File: src/rtl/gpr_wb_arbiter.sv
// Writeback arbiter and pending-write scoreboard for the 8 x 16-bit GPR file.
// Optional commit-cycle read bypass is enabled by defining GPR_WB_BYPASS_EN.
module gpr_wb_arbiter #(
  parameter int DATA_W = 16,
  parameter int ADDR_W = 3,
  parameter int NREG   = 8
) (
  input  logic              clk,
  input  logic              rst_n,
  input  logic              alu_valid,
  output logic              alu_ready,
  input  logic [ADDR_W-1:0] alu_dest,
  input  logic [DATA_W-1:0] alu_data,
  input  logic              mem_valid,
  output logic              mem_ready,
  input  logic [ADDR_W-1:0] mem_dest,
  input  logic [DATA_W-1:0] mem_data,
  input  logic              reserve_en,
  input  logic [ADDR_W-1:0] reserve_dest,
  output logic              reg_write_en,
  output logic [ADDR_W-1:0] reg_write_dest,
  output logic [DATA_W-1:0] reg_write_data,
  input  logic [ADDR_W-1:0] rd_addr_1,
  input  logic [ADDR_W-1:0] rd_addr_2,
  input  logic [DATA_W-1:0] gpr_rd_data_1,
  input  logic [DATA_W-1:0] gpr_rd_data_2,
  output logic [DATA_W-1:0] rd_data_1,
  output logic [DATA_W-1:0] rd_data_2,
  output logic              hazard_1,
  output logic              hazard_2,
  output logic [NREG-1:0]   busy_vec,
  output logic              err_waw
);

  typedef enum logic {SRC_ALU = 1'b0, SRC_MEM = 1'b1} src_e;

  src_e              prio_q, prio_d;
  logic              wr_en_q;
  logic [ADDR_W-1:0] wr_dest_q, wr_dest_d;
  logic [DATA_W-1:0] wr_data_q, wr_data_d;
  logic [NREG-1:0]   busy_q, busy_d;
  logic              err_q, err_d;
  logic              grant;

  // A lone requester always wins; on contention the favoured source wins.
  assign alu_ready = alu_valid && (!mem_valid || (prio_q == SRC_ALU));
  assign mem_ready = mem_valid && (!alu_valid || (prio_q == SRC_MEM));
  assign grant     = alu_ready || mem_ready;

  // NOTE: every signal written here gets a default first, so no latch is inferred.
  always_comb begin
    prio_d    = prio_q;
    wr_dest_d = wr_dest_q;
    wr_data_d = wr_data_q;
    if (alu_ready) begin
      prio_d    = SRC_MEM;
      wr_dest_d = alu_dest;
      wr_data_d = alu_data;
    end else if (mem_ready) begin
      prio_d    = SRC_ALU;
      wr_dest_d = mem_dest;
      wr_data_d = mem_data;
    end
  end

  // Clear for the committing write first, so a same-cycle reservation wins.
  always_comb begin
    busy_d = busy_q;
    err_d  = err_q;
    if (wr_en_q) busy_d[wr_dest_q] = 1'b0;
    if (reserve_en) begin
      busy_d[reserve_dest] = 1'b1;
      if (busy_q[reserve_dest]) err_d = 1'b1;
    end
  end

  // NOTE: sequential state uses non-blocking assignments so all flops update together.
  always_ff @(posedge clk or negedge rst_n) begin
    if (!rst_n) begin
      prio_q    <= SRC_ALU;
      wr_en_q   <= 1'b0;
      wr_dest_q <= '0;
      wr_data_q <= '0;
      busy_q    <= '0;
      err_q     <= 1'b0;
    end else begin
      prio_q    <= prio_d;
      wr_en_q   <= grant;
      wr_dest_q <= wr_dest_d;
      wr_data_q <= wr_data_d;
      busy_q    <= busy_d;
      err_q     <= err_d;
    end
  end

  assign reg_write_en   = wr_en_q;
  assign reg_write_dest = wr_dest_q;
  assign reg_write_data = wr_data_q;
  assign busy_vec       = busy_q;
  assign err_waw        = err_q;

  always_comb begin
    rd_data_1 = gpr_rd_data_1;
    rd_data_2 = gpr_rd_data_2;
    hazard_1  = busy_q[rd_addr_1];
    hazard_2  = busy_q[rd_addr_2];
`ifdef GPR_WB_BYPASS_EN
    // Forward the committing write so the reader avoids a one-cycle stall.
    if (wr_en_q && (rd_addr_1 == wr_dest_q)) begin
      rd_data_1 = wr_data_q;
      hazard_1  = 1'b0;
    end
    if (wr_en_q && (rd_addr_2 == wr_dest_q)) begin
      rd_data_2 = wr_data_q;
      hazard_2  = 1'b0;
    end
`endif
  end

endmodule
File: config.mk
export PLATFORM = sky130hd
export DESIGN_NAME = gpr_wb_arbiter
export DESIGN_NICKNAME = d
export VERILOG_FILES = /design/src/rtl/gpr_wb_arbiter.sv
export SDC_FILE = /design/constraint.sdc
export NUM_CORES = 1
export LEC_CHECK = 0
export ABC_AREA = 1
export BUFFER_PORTS_ARGS = -buffer_cell sky130_fd_sc_hd__buf_2
export CAP_MARGIN = 20
export CORE_MARGIN = 1.5
export CORE_UTILIZATION = 40
export CTS_CLUSTER_SIZE = 12
export DETAILED_ROUTE_END_ITERATION = 16
export PLACE_DENSITY_LB_ADDON = 0.3
export SLEW_MARGIN = 15
export SYNTH_ARGS = -nofsm -noshare
export SYNTH_HDL_FRONTEND = slang
export SYNTH_SLANG_ARGS = --single-unit
File: constraint.sdc
create_clock -name clk -period 1.2 [get_ports clk]
set_input_delay 0.06 -clock clk [delete_from_list [all_inputs] [get_ports clk]]
set_output_delay 0.06 -clock clk [all_outputs]
set_load 0.005 [all_outputs]
==> key figures <==
Outcome
  – Outcome: finished, violations left
  – Failing checks: negative setup slack

STA
  – Maximum clock rate: 809 MHz
  – Hold slack: 0.0355 ns
  – Final hold violation count: 0
  – RSZ-0062 raised after global routing: true
  – Period utilization: 103%
  – Max Slew Vio Count: 0
  – Clk_skew: 0.00350 ns
  – Minimum period implied by the final worst setup slack: 1.24 ns
  – Final TNS setup: -0.0498 ns
  – Worst Max-Slew Pin Slew: 0.379 ns
  – Final setup fails: 2
  – Final worst setup slack: -0.0357 ns
  – Max_slew headroom: 74.7%

Logic synthesis
  – Cell types occupying the most area after synthesis: dfrtp_1, buf_4, o21ai_0
  – Syn Area/Cell: 7.84 sq um
  – Xor and xnor area share after synthesis: 0%
  – Mapped Nets: 331
  – Post-synthesis mux area share: 0%
  – Adder-cell share of the synthesized area: 0%
  – FF+latch count, synth: 30
  – Unique cell type count in the Yosys netlist: 18
  – Sequential fraction of the synthesis area: 38.8%
  – Simple-gate share of the synthesized area: 18.4%
  – Area leader, netlist: dfrtp_1
  – Largest family of logic cells by synthesized area: buffers and inverters
  – Post-synthesis compound-gate area fraction: 20.9%
  – Post-Syn Instances: 247
  – Cell Area, Synth: 0.00194 sq mm
  – Synth top area share: 38.8%
  – Yosys warns: 0

Clocking
  – Clk buf depth: 2
  – Clock-pin slew of the registers on the worst-case setup and hold paths: 0.06 ns
  – Cts bufs inserted: 5
  – Worst-Skew Late Latency: 0.28 ns
  – Clk sinks: 30
  – TritonCTS clock tree: done
  – Root Buffer: clkbuf_8
  – Htree depth: 2

Critical path
  – CP Launch Type: flop
  – CP arrival: 1.18 ns
  – R2R Setup Slk: 0.03 ns
  – Critical path data required time: 1.14 ns
  – CP max FO: 3
  – R2R Path End: reg_write_dest[0]
  – R2R Path Start: prio_q
  – R2R cell count: 5
  – Setup CP Type: flop to primary output
  – Critical Path End Type: primary output

Routing
  – Initial DRC count: 62
  – # DRC: 0
  – Wire per inst: 13.0 um
  – Detail Route Antenna Nets: 0
  – WL final: 4830 um
  – Via/cell ratio: 4.90
  – Routed vias: 1,822
  – DR pass1 iterations: 4

Pwr
  – Leak: 1.27 nW
  – Worst vdd ir: 0.708 mV
  – Power Density: 1500 mW/mm^2

Layout
  – Fill cells: 458
  – Post-route design area: 0.00247 sq mm
  – Commonest non-fill, non-tap cells in the layout: buf_2, nand2_1, o21ai_1, dfrtp_1, o21ai_0
  – Area Overhead vs Synth: 27.7%
  – Commonest non-fill, non-tap cell in the layout: buf_2
  – Nets@finish: 401
  – Ant diodes: 0
  – Share of layout cells above drive strength 1: 44.7%
  – Fin util: 52.7%

Placement
  – Hpwl dp: 3380 um
  – Final GP Congestion: 0.804
  – IO Port Bufs: 84
  – DP Worst Slack: 0.0236 ns
  – DP Area: 0.00216 sq mm

GRT
  – Pin count of the biggest net entering global routing: 31
  – Initial antenna violation count: 0
  – Gr usage total: 18.2%
  – Vias in the first global route: 1,621
  – Gr ovfl total: 0
  – First-pass GRT wire length: 7450 um

Floorplanning
  – Rows: 25
  – Starting Density: 41.3%
  – I/O Pins: 149
  – Core area: 0.00469 sq mm
  – Die height: 72.6 um
  – Horiz. Die Dim: 72.6 um
  – Die ar.: 0.00527 sq mm

Hold path
  – Hold Path Class: input port to flop
  – Worst Hold Launch: mem_data[7]
  – Worst hold path endpoint: reg_write_data[7]
  – Hold path depth: 3

Job
  – Maximum Capacitance Violations: 0
[report_power, final]
| group | internal (mW) | switching [mW] |
|---|---|---|
| Clock | 0.462 | 0.361 |
| Combinational | 0.709 | 0.730 |
| Sequential | 1.25 | 0.199 |
[repair_timing]
item                                   in CTS  in global routing
hold buffers                                1                  0
pin swaps                                   5                  8
resized for setup                          16                 32
buffers inserted                           12                  2
setup endpoints to repair                   4                 23
endpoints found under the hold margin      30                  0
cloned                                      0                  1
[layer usage]
layer	wire length (um)	global-route usage [%]
met5	0	0
met2	2350	29.6
met1	1980	23.3
met4	70	5.24
met3	439	5.69
[stage by stage]
| step | total power, mW | cells |
|---|---|---|
| 6_report | 3.71 | 372 |
| 3_5_place_dp | 2.59 | 350 |
| 2_1_floorplan | 2.14 | 247 |
| 5_1_grt | 3.97 | 372 |
| 3_3_place_gp | 2.56 | 350 |
| 4_1_cts | 3.64 | 371 |
[worst max-delay path: stages (launching register included)]
cell and delay (ns):
dfrtp_1 0.39, inv_2 0.10, a21oi_2 0.05, o21ai_1 0.08, nand2_1 0.07, nand2_1 0.06, nand2_1 0.04, buf_2 0.11
[registers in the layout (all words and copies together) (netlist names)]
name / count
reg_write_dest: 3
err_waw: 1
prio_q: 1
reg_write_data: 16
busy_vec: 8
reg_write_en: 1
[cell type report]
| class | count | area (sq um) | share of cell area [%] |
|---|---|---|---|
| clock inverters | 1 | 5.00 | 0.202 |
| multi-input cells | 152 | 831 | 33.6 |
| clock buffers | 7 | 86.3 | 3.49 |
| flip-flops and latches | 30 | 751 | 30.4 |
| repair buffers | 103 | 631 | 25.5 |
| well taps | 54 | 67.6 | 2.73 |
| inverters | 25 | 101 | 4.10 |
[synthesized netlist by cell type, drive strengths merged]
library cell	instances
dfrtp	30
nand2	37
o21ai	61
nand3	20
o22ai	3
nor2	22
a21oi	8
inv	25
buf	41
[worst max-delay path by stage]
stage / start / end / slack, ns / cells after the start
after global routing: busy_vec[6] / hazard_2 / -0.12 / 7
after detailed placement: prio_q / reg_write_data[6] / 0.02 / 5
after floorplan: prio_q / reg_write_dest[0] / 0.15 / 7
after global placement: prio_q / reg_write_data[11] / 0.1 / 5
final: busy_vec[5] / hazard_2 / -0.04 / 7
after CTS: busy_vec[5] / hazard_2 / -0.04 / 7
[cell families after synthesis]
group | Yosys count
AND/OR/NAND/NOR | 79
AO/OA/AOI/OAI | 72
buffers and inverters | 66
flip-flops | 30
Power figures use the tool's default switching activity.
